===== config.mk =====
export PLATFORM = sky130hd
export DESIGN_NAME = tour_cmd_sequencer_flat
export DESIGN_NICKNAME = d
export VERILOG_FILES = /design/src/rtl/tour_cmd_sequencer_if.sv /design/src/rtl/tour_cmd_sequencer.sv /design/src/flat_wrapper.sv
export SDC_FILE = /design/constraint.sdc
export NUM_CORES = 1
export LEC_CHECK = 0
export BUFFER_PORTS_ARGS = -buffer_cell sky130_fd_sc_hd__buf_4
export CORE_UTILIZATION = 41
export DETAILED_ROUTE_END_ITERATION = 10
export PLACE_DENSITY = 0.65
export SLEW_MARGIN = 20
export SYNTH_ARGS = -nofsm -noshare
export SYNTH_HDL_FRONTEND = slang
export SYNTH_SLANG_ARGS = --single-unit

===== constraint.sdc =====
create_clock -name clk -period 3.9 [get_ports clk]
set_input_delay 0.78 -clock clk [delete_from_list [all_inputs] [get_ports clk]]
set_output_delay 0.78 -clock clk [all_outputs]
set_load 0.03 [all_outputs]

===== src/rtl/tour_cmd_sequencer_if.sv =====
// rtl/tour_cmd_sequencer_if.sv - host and RemoteComm signal bundle for the command sequencer
interface tour_cmd_sequencer_if;
  logic        wr_cmd;
  logic [15:0] cmd_in;
  logic        start;
  logic        abort;
  logic [15:0] cmd;
  logic        snd_cmd;
  logic        cmd_snt;
  logic        resp_rdy;
  logic [7:0]  resp;
  logic        full;
  logic        empty;
  logic        busy;
  logic        done;
  logic        err;
  logic [1:0]  err_code;
  logic [4:0]  cmd_cnt;

  // master: the host plus RemoteComm side; slave: the sequencer itself
  modport master (
    output wr_cmd, cmd_in, start, abort, cmd_snt, resp_rdy, resp,
    input  cmd, snd_cmd, full, empty, busy, done, err, err_code, cmd_cnt
  );

  modport slave (
    input  wr_cmd, cmd_in, start, abort, cmd_snt, resp_rdy, resp,
    output cmd, snd_cmd, full, empty, busy, done, err, err_code, cmd_cnt
  );
endinterface


===== src/rtl/tour_cmd_sequencer.sv =====
// rtl/tour_cmd_sequencer.sv - queues commands and drains them one by one through RemoteComm
module tour_cmd_sequencer #(
  parameter int          DEPTH    = 8,
  parameter logic [23:0] RESP_TMO = 24'd10_000_000,
  parameter logic [7:0]  RESP_OK  = 8'hA5
) (
  input  logic                 clk,
  input  logic                 rst_n,
  tour_cmd_sequencer_if.slave  bus
);
  localparam int AW = $clog2(DEPTH);
  localparam int CW = AW + 1;
  localparam logic [CW-1:0] FULL_CNT = CW'(DEPTH);

  typedef enum logic [2:0] {IDLE, LOAD, SEND, WAIT_SNT, WAIT_RESP, FAIL} state_t;

  state_t        state, state_nxt;
  logic [15:0]   mem [DEPTH];
  logic [AW-1:0] wr_ptr, rd_ptr;
  logic [CW-1:0] count;
  logic [15:0]   cmd_q;
  logic [23:0]   tmo_cnt;
  logic          done_q, err_q;
  logic [1:0]    err_code_q, fail_code;
  logic [4:0]    cmd_cnt_q;

  logic full_w, empty_w, push, pop, flush, in_wait, tmo_hit, start_ok, resp_good, go_fail;

  assign full_w   = (count == FULL_CNT);
  assign empty_w  = (count == '0);
  assign flush    = (state == FAIL);
  assign pop      = (state == LOAD);
  assign push     = bus.wr_cmd && !full_w && !flush;
  assign in_wait  = (state == WAIT_SNT) || (state == WAIT_RESP);
  assign start_ok = (state == IDLE) && bus.start;
  // Fires on the cycle whose increment would bring the counter to RESP_TMO-1,
  // so FAIL is entered exactly RESP_TMO cycles after SEND.
  assign tmo_hit  = in_wait && ((tmo_cnt + 24'd1) == (RESP_TMO - 24'd1));

  always_comb begin
    state_nxt = state;
    fail_code = 2'b00;
    go_fail   = 1'b0;
    resp_good = 1'b0;
    case (state)
      IDLE: begin
        if (bus.start && !empty_w) state_nxt = LOAD;
      end
      LOAD:     state_nxt = SEND;
      SEND:     state_nxt = WAIT_SNT;
      WAIT_SNT: begin
        if (tmo_hit) begin
          go_fail   = 1'b1;
          fail_code = 2'b10;
        end else if (bus.cmd_snt) begin
          state_nxt = WAIT_RESP;
        end
      end
      WAIT_RESP: begin
        if (tmo_hit) begin
          go_fail   = 1'b1;
          fail_code = 2'b10;
        end else if (bus.resp_rdy) begin
          if (bus.resp == RESP_OK) begin
            resp_good = 1'b1;
            state_nxt = empty_w ? IDLE : LOAD;
          end else begin
            go_fail   = 1'b1;
            fail_code = 2'b01;
          end
        end
      end
      FAIL:    state_nxt = IDLE;
      default: state_nxt = IDLE;
    endcase
    if (bus.abort && (state != IDLE)) begin
      go_fail   = 1'b1;
      fail_code = 2'b11;
      resp_good = 1'b0;
    end
    if (go_fail) state_nxt = FAIL;
  end

  always_ff @(posedge clk or negedge rst_n) begin
    if (!rst_n) state <= IDLE;
    else        state <= state_nxt;
  end

  always_ff @(posedge clk or negedge rst_n) begin
    if (!rst_n) begin
      wr_ptr <= '0;
      rd_ptr <= '0;
      count  <= '0;
    end else if (flush) begin
      wr_ptr <= '0;
      rd_ptr <= '0;
      count  <= '0;
    end else begin
      if (push) wr_ptr <= wr_ptr + AW'(1);
      if (pop)  rd_ptr <= rd_ptr + AW'(1);
      case ({push, pop})
        2'b10:   count <= count + CW'(1);
        2'b01:   count <= count - CW'(1);
        default: count <= count;
      endcase
    end
  end

  always_ff @(posedge clk) begin
    if (push) mem[wr_ptr] <= bus.cmd_in;
  end

  always_ff @(posedge clk or negedge rst_n) begin
    if (!rst_n) begin
      cmd_q      <= '0;
      tmo_cnt    <= '0;
      done_q     <= 1'b0;
      err_q      <= 1'b0;
      err_code_q <= 2'b00;
      cmd_cnt_q  <= '0;
    end else begin
      if (pop) cmd_q <= mem[rd_ptr];

      if (state_nxt == SEND)  tmo_cnt <= '0;
      else if (in_wait)       tmo_cnt <= tmo_cnt + 24'd1;

      done_q <= empty_w && (start_ok || resp_good);

      if (start_ok) begin
        err_q      <= 1'b0;
        err_code_q <= 2'b00;
      end else if (go_fail) begin
        err_q      <= 1'b1;
        err_code_q <= fail_code;
      end

      if (start_ok)                            cmd_cnt_q <= '0;
      else if (resp_good && cmd_cnt_q != 5'd31) cmd_cnt_q <= cmd_cnt_q + 5'd1;
    end
  end

  assign bus.cmd      = cmd_q;
  assign bus.snd_cmd  = (state == SEND);
  assign bus.full     = full_w;
  assign bus.empty    = empty_w;
  assign bus.busy     = (state != IDLE);
  assign bus.done     = done_q;
  assign bus.err      = err_q;
  assign bus.err_code = err_code_q;
  assign bus.cmd_cnt  = cmd_cnt_q;
endmodule


===== src/flat_wrapper.sv =====
// flat-port wrapper written by rule: the top's interface ports become plain ports
module tour_cmd_sequencer_flat 
#(
  parameter int          DEPTH    = 8,
  parameter logic [23:0] RESP_TMO = 24'd10_000_000,
  parameter logic [7:0]  RESP_OK  = 8'hA5
)
  (clk, rst_n, bus_wr_cmd, bus_cmd_in, bus_start, bus_abort, bus_cmd_snt, bus_resp_rdy, bus_resp, bus_cmd, bus_snd_cmd, bus_full, bus_empty, bus_busy, bus_done, bus_err, bus_err_code, bus_cmd_cnt);
  tour_cmd_sequencer_if bus_i ();
  input  logic clk;
  input  logic rst_n;
  input wire logic [$bits(bus_i.wr_cmd)-1:0] bus_wr_cmd;
  input wire logic [$bits(bus_i.cmd_in)-1:0] bus_cmd_in;
  input wire logic [$bits(bus_i.start)-1:0] bus_start;
  input wire logic [$bits(bus_i.abort)-1:0] bus_abort;
  input wire logic [$bits(bus_i.cmd_snt)-1:0] bus_cmd_snt;
  input wire logic [$bits(bus_i.resp_rdy)-1:0] bus_resp_rdy;
  input wire logic [$bits(bus_i.resp)-1:0] bus_resp;
  output wire logic [$bits(bus_i.cmd)-1:0] bus_cmd;
  output wire logic [$bits(bus_i.snd_cmd)-1:0] bus_snd_cmd;
  output wire logic [$bits(bus_i.full)-1:0] bus_full;
  output wire logic [$bits(bus_i.empty)-1:0] bus_empty;
  output wire logic [$bits(bus_i.busy)-1:0] bus_busy;
  output wire logic [$bits(bus_i.done)-1:0] bus_done;
  output wire logic [$bits(bus_i.err)-1:0] bus_err;
  output wire logic [$bits(bus_i.err_code)-1:0] bus_err_code;
  output wire logic [$bits(bus_i.cmd_cnt)-1:0] bus_cmd_cnt;
  assign bus_i.wr_cmd = bus_wr_cmd;
  assign bus_i.cmd_in = bus_cmd_in;
  assign bus_i.start = bus_start;
  assign bus_i.abort = bus_abort;
  assign bus_i.cmd_snt = bus_cmd_snt;
  assign bus_i.resp_rdy = bus_resp_rdy;
  assign bus_i.resp = bus_resp;
  assign bus_cmd = bus_i.cmd;
  assign bus_snd_cmd = bus_i.snd_cmd;
  assign bus_full = bus_i.full;
  assign bus_empty = bus_i.empty;
  assign bus_busy = bus_i.busy;
  assign bus_done = bus_i.done;
  assign bus_err = bus_i.err;
  assign bus_err_code = bus_i.err_code;
  assign bus_cmd_cnt = bus_i.cmd_cnt;
  tour_cmd_sequencer #(.DEPTH(DEPTH), .RESP_TMO(RESP_TMO), .RESP_OK(RESP_OK)) u_core (.clk(clk), .rst_n(rst_n), .bus(bus_i));
endmodule

==> results of run 1 <==
==> worst max path at each step <==
| stage | start | to | slack [ns] |
|---|---|---|---|
| 2_1_floorplan | u_core.state[0]$_DFF_PN0_ | u_core.mem[0][0]$_DFFE_PP_ | 1.10 |
| 3_5_place_dp | u_core.tmo_cnt[1]$_DFFE_PN0P_ | u_core.tmo_cnt[1]$_DFFE_PN0P_ | 0.80 |
| 6_report | u_core.tmo_cnt[1]$_DFFE_PN0P_ | u_core.tmo_cnt[1]$_DFFE_PN0P_ | 0.76 |
| 4_1_cts | u_core.tmo_cnt[1]$_DFFE_PN0P_ | u_core.tmo_cnt[1]$_DFFE_PN0P_ | 0.77 |
| 5_1_grt | u_core.tmo_cnt[1]$_DFFE_PN0P_ | u_core.tmo_cnt[1]$_DFFE_PN0P_ | 0.49 |
| 3_3_place_gp | u_core.tmo_cnt[1]$_DFFE_PN0P_ | u_core.tmo_cnt[1]$_DFFE_PN0P_ | 0.92 |
==> cell families after synthesis <==
logic type / after synthesis
compound gates: 83
flops: 190
simple gates: 167
buf+inv: 43
xor+xnor: 31
mux: 56
fa+ha+maj: 10
==> routing by layer <==
metal,track usage (%),share of wire [%]
met1,20.9,43
met2,29.9,52
met3,4.09,4.6
met4,5.37,0.93
met5,0,0
==> where the power goes <==
group	internal [mW]	switching, mW	total, mW
registers	2.51	0.324	2.84
logic	0.841	1.19	2.03
clock network	0.903	0.787	1.69
total	4.25	2.30	6.55
==> state kept, by name, indices dropped and copies added, names as in the netlist, 3 cells and up <==
register            flops
u_core.bus.cmd         16
u_core.bus.cmd_cnt      5
u_core.count            4
u_core.mem            128
u_core.rd_ptr           3
u_core.state            3
u_core.tmo_cnt         24
u_core.wr_ptr           3
==> area by class of cell <==
type	instances	share of cell area [%]
repair buffers	71	5.47
clock inverters	15	1.64
flip-flops and latches	190	55.4
multi-input cells	347	29.1
clock buffers	17	4.36
well taps	265	3.40
inverters	17	0.654
==> through the flow <==
step	hold slack (ns)	utilization (%)	worst slack, ns
3_5_place_dp	0.523	46.3	0.800
6_report	0.438	49.3	0.759
4_1_cts	0.487	49.3	0.769
3_3_place_gp	0.495	46.3	0.919
2_1_floorplan	0.484	-	1.10
5_1_grt	0.531	49.3	0.486
==> placed cells by master, fill, tap and decap left out, types with 3 or more instances in the layout <==
cell type,instances
a31oi_1,3
clkbuf_16,17
or3_1,3
edfxtp_1,128
a21oi_1,33
inv_8,3
and2_1,4
nor2_1,46
mux4_2,32
and3_1,9
nand2_1,36
mux2i_1,23
dfrtp_1,60
clkinv_4,3
nand2b_1,10
nand4_1,8
nor3_2,3
xor2_1,13
buf_4,71
ha_1,9
a21oi_2,18
o21ai_0,9
or4_1,3
nand3_1,12
xnor2_1,18
nor3_1,10
inv_1,17
==> metrics.cfg, run 1 <==
[finish]
ff_latch_area_um2=5400
drive_gt1_share_pct=25.9
n_antenna_cell=0
multiInputGateArea_um2=2840
finish.net_count=685
syn_to_final_growth_pct=16.1
stdcell_area_um2=9750
instances_no_fill=922
fillers=1696

[cts]
cts_root_buf=clkbuf_16
insertion_delay_ns=0.44
clkSlewWorstSetupHoldPaths_ns=0.07
tritoncts.num_buffers=17
holdBufCountCts=0
post-cts-setup-buffers=0
cts-resized-gates=0
cts_tree=done
clk_path_buf_depth=2
htree_levels=4
cts.sinks=190

[sta]
rsz0062_at_grt=false
finalMaxSlewViolations=0
tightest_slew_ns=0.991
fin_crit_ns=3.14
setup_viol=0
clock_skew_ns=0.0195
maxSlewHeadroom_pct=33.8
hold_viol=0
timing.setup.tns_ns=0
fin_crit_sh_pct=80.5
max_freq_mhz=318

[synthesis]
syn-num-nets=621
synth_edf_count=128
synth-simple-area-share_pct=10.4
synth_cell_types=61
synth_area_um2=8400
yosys-top-cells-count=128 x edfxtp_1, 62 x dfrtp_1, 47 x nor2_1
synth_top_area_cell=edfxtp_1
synth-compound-area-share_pct=6.94
avgSynthCellArea_um2=14.5
synth_top_area_share_pct=45.8
synth_top_family_by_area=multiplexers
muxShareOfSynthArea_pct=11.5
synth_xor_area_share_pct=3.23
yosys.area_share.adder_pct=1.58
yosys_warnings=0
synth_seq_cells=190
synth_ff_type=edfxtp_1
async_flop_share_pct=32.6
synth.area.top_cells=edfxtp_1 46%, dfrtp_1 18%, mux4_2 8.6%, mux2i_1 2.7%, nor2_1 2.1%
synthCells=580
synth.most_common_cell=edfxtp_1
yosysSeqAreaShare_pct=64.2

[grt]
grt_pass1_vias=5197
grtUsageTotal_pct=17.1
antenna_found_initial=0
overflow=0
grt_pass1_wl_um=27600
grt_max_degree=63

[setup_path]
required_ns=4.15
slowest_stage=a21oi_4
crit_path_max_fanout=27
r2r-end=u_core.tmo_cnt[1]$_DFFE_PN0P_
cp_num_cells=8
path_delay_family=compound AO/OA/AOI/OAI gates
cp_num_buf_inv=0
path_cells=ha_1 -> nand3_2 -> or3_4 -> nor3_4 -> or3_1 -> a2111oi_4 -> a21oi_4 -> a221oi_1
crit_path_max_incr_delay_ns=0.81
critPathKind=flop to flop
cp-start-kind=flop
rr_startpoint=u_core.tmo_cnt[1]$_DFFE_PN0P_
end_kind=flop
arrival_ns=3.39
ff2ff_setup_slack_ns=0.76
ff2ff_path_depth=8

[floorplanning]
die_height_um=145
initial_core_util_pct=42.5
ioPinCount=60
die_area_um2=21100
chipWidth_um=145
fp.coreArea_um2=19800
num_rows=51

[power]
power.density_nw_per_um2=672
power.leakage_nw=3.47
vdd_drop_max_uv=415
power_mw=6.55

[placement]
numPortBuffers=59
dp_cells=890
placed_area_um2=9170
post-dp-hpwl_um=10800
gp_congestion=0.876

[route]
wl_per_cell_um=18.4
viasPerCell=5.41
wl_um=17000
dr.pass1.iters=7
vias=4985
drc_errors=0
first_iter_violations=330
ant_nets=0

[worst_hold_path]
hp-class=input port to async pin

[status]
outcome=complete, no violations

[flow_run]
max-cap-violations=0

Note: power is estimated with default switching activity, not from simulation.
==> run 2, diff against run 1 <==
--- a/config.mk
+++ b/config.mk
@@ -8,7 +8,7 @@
 export BUFFER_PORTS_ARGS = -buffer_cell sky130_fd_sc_hd__buf_4
 export CORE_UTILIZATION = 41
 export DETAILED_ROUTE_END_ITERATION = 10
-export PLACE_DENSITY = 0.65
+export PLACE_DENSITY = 0.67
 export SLEW_MARGIN = 20
 export SYNTH_ARGS = -nofsm -noshare
 export SYNTH_HDL_FRONTEND = slang
==> constraint.sdc (replaced) <==
create_clock -name clk -period 2.7 [get_ports clk]
set_input_delay 0.54 -clock clk [delete_from_list [all_inputs] [get_ports clk]]
set_output_delay 0.54 -clock clk [all_outputs]
set_load 0.03 [all_outputs]
==> run 2 against run 1 <==
  * Sequential share of layout area down 1.7 points
  * Non-clock buffer count up 24
  * Register-to-register slack worse by 0.62 ns
  * Power up 51%
  * Worst hold slack worse by 0.29 ns
  * Largest cell class unchanged
==> metrics.cfg, run 2 (synthesized netlist as in run 1, its figures left out) <==
[sta]
setup_viol=0  ; unchanged
worst_slack_ns=0.138  ; -0.621 ns
timing.setup.tns_ns=0  ; unchanged
hold_viol=0  ; unchanged
clock_skew_ns=0.0135  ; -0.00596 ns
finalMaxSlewViolations=0  ; unchanged
finalHoldWorstSlack_ns=0.152  ; -0.286 ns
fin_crit_sh_pct=94.9  ; +14 points
fin_crit_ns=2.56  ; -0.579 ns
max_freq_mhz=390  ; +23%
maxSlewHeadroom_pct=51.5  ; +18 points
tightest_slew_ns=0.728  ; -0.264 ns

[grt]
grtUsageTotal_pct=17.7  ; +0.63 points
antenna_found_initial=0  ; unchanged
grt_max_degree=58  ; -7.9%
overflow=0  ; unchanged
grt_pass1_wl_um=28800  ; +4.0%
grt_pass1_vias=5306  ; +2.1%

[finish]
fillers=1663  ; -1.9%
instances_no_fill=946  ; +2.6%
drive_gt1_share_pct=29.8  ; +3.9 points
final_cell_mix=128 x edfxtp_1, 93 x buf_4, 60 x dfrtp_1
syn_to_final_growth_pct=19.7
finish.net_count=709  ; +3.5%
regMostFlops=u_core.mem
final_common_cell=edfxtp_1
multiInputGateArea_um2=2880  ; +1.3%
ff_latch_area_um2=5400  ; unchanged
n_antenna_cell=0  ; unchanged
largest_reg_flops=128  ; unchanged

[setup_path]
ff2ff_setup_slack_ns=0.14  ; -0.62 ns
arrival_ns=2.92  ; -0.47 ns
required_ns=3.06  ; -1.09 ns
critPathKind=flop to flop
ff2ff_path_depth=11  ; +3
cp-start-kind=flop
rr_startpoint=u_core.tmo_cnt[0]$_DFFE_PN0P_
crit_path_max_fanout=22  ; -19%
r2r-end=u_core.tmo_cnt[12]$_DFFE_PN0P_
end_kind=flop

[power]
clkPwrFrac_pct=26.8  ; +1.0 points
p_int_mw=6.43  ; +51%
power_mw=9.90  ; +51%
power.density_nw_per_um2=985  ; +47%
vdd_drop_max_uv=661  ; +59%
power.switching_mw=3.47  ; +51%
p_seq_share_pct=40.0  ; -3.3 points
p_sw_share_pct=35.1  ; about the same
power_frac_comb_pct=33.2  ; +2.3 points
power.leakage_nw=3.62  ; +4.5%

[route]
viasPerCell=5.39  ; -0.29%
wl_per_cell_um=18.8  ; +2.1%
ant_nets=0  ; unchanged
drt-met1-wl_um=7690  ; +6.6%
drc_errors=0  ; unchanged
vias=5100  ; +2.3%
wl_um=17800  ; +4.8%
met3WireLength_um=701  ; -9.3%
top_layer=met4
first_iter_violations=267  ; -19%
routed-wl-met2_um=9210  ; +4.4%
dr.pass1.iters=5  ; -2

[placement]
gp_congestion=0.865  ; -1.2%
dp_cells=913  ; +2.6%
numPortBuffers=59  ; unchanged
detailedPlace.worstSlack_ns=-0.0354  ; -0.836 ns
post-dp-hpwl_um=11200  ; +3.5%

[floorplanning]
initial_core_util_pct=42.5  ; unchanged
ioPinCount=60  ; unchanged
num_rows=51  ; unchanged
die_area_um2=21100  ; unchanged
die_height_um=145  ; unchanged
fp.coreArea_um2=19800  ; unchanged
chipWidth_um=145  ; unchanged

[cts]
clk_path_buf_depth=2  ; unchanged
insertion_delay_ns=0.44  ; about the same
htree_levels=4  ; unchanged
cts_tree=done
cts_root_buf=clkbuf_16
clkSlewWorstSetupHoldPaths_ns=0.07  ; about the same
tritoncts.num_buffers=17  ; unchanged
cts.sinks=190  ; unchanged

[flow_run]
max-cap-violations=0  ; unchanged

[status]
outcome=complete, no violations

[worst_hold_path]
hp-class=input port to async pin

[run 2: power groups by stage]
stage / Combinational, mW / Sequential (mW) / Clock (mW)
after global placement: 3.21 / 3.98 / 0
after floorplan: 1.99 / 4.18 / 0
after global routing: 3.59 / 4.01 / 2.82
after detailed placement: 3.30 / 4.01 / 0
after CTS: 3.32 / 3.95 / 2.71
final: 3.29 / 3.96 / 2.66
[run 2: metrics by stage]
step | area, um^2 | utilization [%]
3_3_place_gp | 9360 | 47.3
2_1_floorplan | 8400 | -
5_1_grt | 10100 | 50.8
6_report | 10100 | 50.8
4_1_cts | 10000 | 50.6
3_5_place_dp | 9360 | 47.3
[run 2: how the worst max path moves through the flow]
stage | from | to | slack, ns
5_1_grt | u_core.tmo_cnt[0]$_DFFE_PN0P_ | u_core.tmo_cnt[13]$_DFFE_PN0P_ | -0.005
3_5_place_dp | bus_resp[1] | u_core.bus.cmd_cnt[2]$_DFFE_PN0P_ | -0.04
6_report | u_core.tmo_cnt[0]$_DFFE_PN0P_ | u_core.tmo_cnt[12]$_DFFE_PN0P_ | 0.14
4_1_cts | u_core.tmo_cnt[0]$_DFFE_PN0P_ | u_core.tmo_cnt[12]$_DFFE_PN0P_ | 0.08
2_1_floorplan | u_core.state[1]$_DFF_PN0_ | u_core.count[3]$_DFFE_PN0P_ | 0.02
3_3_place_gp | bus_resp[1] | u_core.bus.cmd_cnt[2]$_DFFE_PN0P_ | 0.03
[run 2: area by class of cell]
type / count / share of cell area (%)
clock buffers: 17 / 4.23
well taps: 265 / 3.30
multi-input cells: 347 / 28.6
clock inverters: 15 / 2.20
inverters: 17 / 0.635
flip-flops and latches: 190 / 53.7
repair buffers: 95 / 7.34
[run 2: metal layers]
layer  up-vias  GRT usage, %
li1       2364             -
met1      2599          22.6
met2       120          30.6
met3        17          4.06
met4         0          4.16
met5         -             0
[run 2: timing repair]
action                     CTS  global route
hold buffers                 0             0
setup buffers                0             1
resized for setup            0            11
setup endpoints to repair    0            10
[run 2: critical path: stages (launching register included)]
cell	delay, ns
dfrtp_1	0.43
ha_1	0.24
nand3_2	0.07
or3_4	0.17
nor3_4	0.04
buf_4	0.14
or3_1	0.40
a2111oi_4	0.39
a21oi_4	0.10
buf_12	0.18
buf_4	0.17
a21oi_2	0.14
==> run 3, diff against run 2 <==
--- a/config.mk
+++ b/config.mk
@@ -6,9 +6,9 @@
 export NUM_CORES = 1
 export LEC_CHECK = 0
 export BUFFER_PORTS_ARGS = -buffer_cell sky130_fd_sc_hd__buf_4
-export CORE_UTILIZATION = 41
+export CORE_UTILIZATION = 45
 export DETAILED_ROUTE_END_ITERATION = 10
-export PLACE_DENSITY = 0.67
+export PLACE_DENSITY = 0.72
 export SLEW_MARGIN = 20
 export SYNTH_ARGS = -nofsm -noshare
 export SYNTH_HDL_FRONTEND = slang
==> run 3 against run 2 <==
  * The flow now finishes with violations (DRC)
  * Non-clock buffer count decreased by 3
  * First-iteration DRC count increased by 5.6%
  * Largest power group unchanged
  * Clock skew up 0.0016 ns
==> metrics.cfg, run 3 (synthesized netlist as in run 1, its figures left out) <==
[grt]
grt_pass1_wl_um=28100  ; -2.2%
grt_max_degree=63  ; +8.6%
grt_pass1_vias=5266  ; -0.75%
overflow=0  ; unchanged
grtUsageTotal_pct=19.2  ; +1.5 points
antenna_found_initial=0  ; unchanged

[power]
clkPwrFrac_pct=25.9  ; -0.9 points
power_frac_comb_pct=33.3  ; about the same
power.density_nw_per_um2=990  ; +0.53%
power_mw=9.85  ; -0.55%
power.switching_mw=3.42  ; -1.5%
p_seq_share_pct=40.7  ; +0.7 points
p_sw_share_pct=34.7  ; -0.33 points
p_int_mw=6.43  ; about the same
vdd_drop_max_uv=624  ; -5.7%
power.leakage_nw=3.60  ; -0.69%

[finish]
largest_reg_flops=128  ; unchanged
syn_to_final_growth_pct=18.4
drive_gt1_share_pct=29.1  ; -0.75 points
finish.net_count=706  ; -0.42%
stdcell_area_um2=9950  ; -1.1%
final_common_cell=edfxtp_1
regMostFlops=u_core.mem
n_antenna_cell=0  ; unchanged
final_cell_mix=128 x edfxtp_1, 89 x buf_4, 58 x dfrtp_1

[setup_path]
cp_num_buf_inv=1  ; -2
crit_path_max_incr_delay_ns=0.48  ; +0.05 ns
crit_path_max_fanout=11  ; -50%
cp-start-kind=flop
end_kind=flop
path_delay_family=compound AO/OA/AOI/OAI gates
arrival_ns=2.91  ; about the same
slowest_stage=dfrtp_1
path_cells=nand4_1 -> or2_1 -> nor4_2 -> o211ai_2 -> a2111oi_4 -> a21oi_4 -> buf_12 -> a221oi_2
critPathLaunch=u_core.tmo_cnt[3]$_DFFE_PN0P_
required_ns=3.03  ; -0.03 ns
critPathKind=flop to flop
rr_startpoint=u_core.tmo_cnt[3]$_DFFE_PN0P_

[sta]
clock_skew_ns=0.0151  ; +0.00156 ns
maxSlewHeadroom_pct=41.4  ; -10 points
max_freq_mhz=389  ; -0.44%
finalMaxSlewViolations=0  ; unchanged
setup_viol=0  ; unchanged
tightest_slew_ns=0.879  ; +0.151 ns
fin_crit_sh_pct=95.3  ; +0.42 points
hold_viol=0  ; unchanged
fin_crit_ns=2.57  ; +0.0112 ns
timing.setup.tns_ns=0  ; unchanged

[route]
viasPerCell=5.66  ; +5.1%
vias=5137  ; +0.73%
ant_nets=0  ; unchanged
first_iter_violations=282  ; +5.6%
wl_per_cell_um=19.2  ; +2.4%
dr.pass1.iters=7  ; +2
drc_errors=8  ; +8
wl_um=17500  ; -1.8%

[cts]
cts_root_buf=clkbuf_16
htree_levels=4  ; unchanged
clk_path_buf_depth=2  ; unchanged
insertion_delay_ns=0.43  ; about the same
tritoncts.num_buffers=17  ; unchanged
holdBufCountCts=0  ; unchanged
cts.sinks=190  ; unchanged
clkSlewWorstSetupHoldPaths_ns=0.07  ; about the same
cts_tree=done

[worst_hold_path]
hp-class=input port to async pin

[placement]
numPortBuffers=59  ; unchanged
placed_area_um2=9290  ; -0.80%
gp_congestion=0.939  ; +8.5%
post-dp-hpwl_um=11000  ; -1.6%

[floorplanning]
fp.coreArea_um2=18100  ; -8.3%
ioPinCount=60  ; unchanged
die_height_um=139  ; -4.5%
initial_core_util_pct=46.3  ; +3.8 points
die_area_um2=19200  ; -8.8%
num_rows=49  ; -3.9%
chipWidth_um=139  ; -4.5%

[flow_run]
max-cap-violations=0  ; unchanged

[status]
violations=DRC
outcome=finished with violations

## run 3: routing by layer
metal	part of all wire, %	vias to the layer above	routed length [um]	track usage (%)
met1	42	2636	7410	23.8
met2	52	131	9010	33.6
met3	4.4	21	770	4.14
met4	1.5	0	258	6.67
met5	0	-	0	0
li1	-	2349	-	-
## run 3: timing repair
action	in CTS	in global routing
setup endpoints to repair	1	17
gates resized for setup	1	9
pin swaps	0	3
setup buffers	0	2
## run 3: power by group through the flow
stage,Combinational [mW],Sequential (mW),Clock (mW)
global route,3.57,4.08,2.71
global placement,3.15,4.01,0
floorplan,1.99,4.18,0
CTS,3.27,4.00,2.60
finish,3.28,4.01,2.56
detailed placement,3.25,4.05,0
## run 3: final timing paths
kind                                             endpoint  slack, ns  depth (start not counted)
min in group clk               u_core.mem[4][2]$_DFFE_PP_       0.33                          1
max in group asynchronous    u_core.rd_ptr[0]$_DFFE_PN0P_       1.84                          1
hold / removal              u_core.tmo_cnt[2]$_DFFE_PN0P_       0.22                          1
setup / recovery            u_core.tmo_cnt[1]$_DFFE_PN0P_       0.13                          8
hold reg to reg            u_core.bus.cmd[15]$_DFFE_PN0P_       0.53                          2
setup reg to reg            u_core.tmo_cnt[1]$_DFFE_PN0P_       0.13                          8
## run 3: cell type report
type                    instances  area [um^2]
flip-flops and latches        190         5400
clock inverters                13          178
well taps                     229          287
inverters                      17         63.8
fillers                      1466         8200
clock buffers                  19          433
multi-input cells             347         2870
repair buffers                 92          719
## run 3: stage by stage
step           util, %  worst slack (ns)  hold slack [ns]  std cells
2_1_floorplan        -            0.0210            0.244        580
6_report          54.8             0.127            0.222        907
4_1_cts           54.6            0.0415            0.250        905
5_1_grt           54.8          -0.00427            0.290        907
3_5_place_dp      51.2           -0.0616            0.511        873
3_3_place_gp      51.2            0.0578            0.518        873
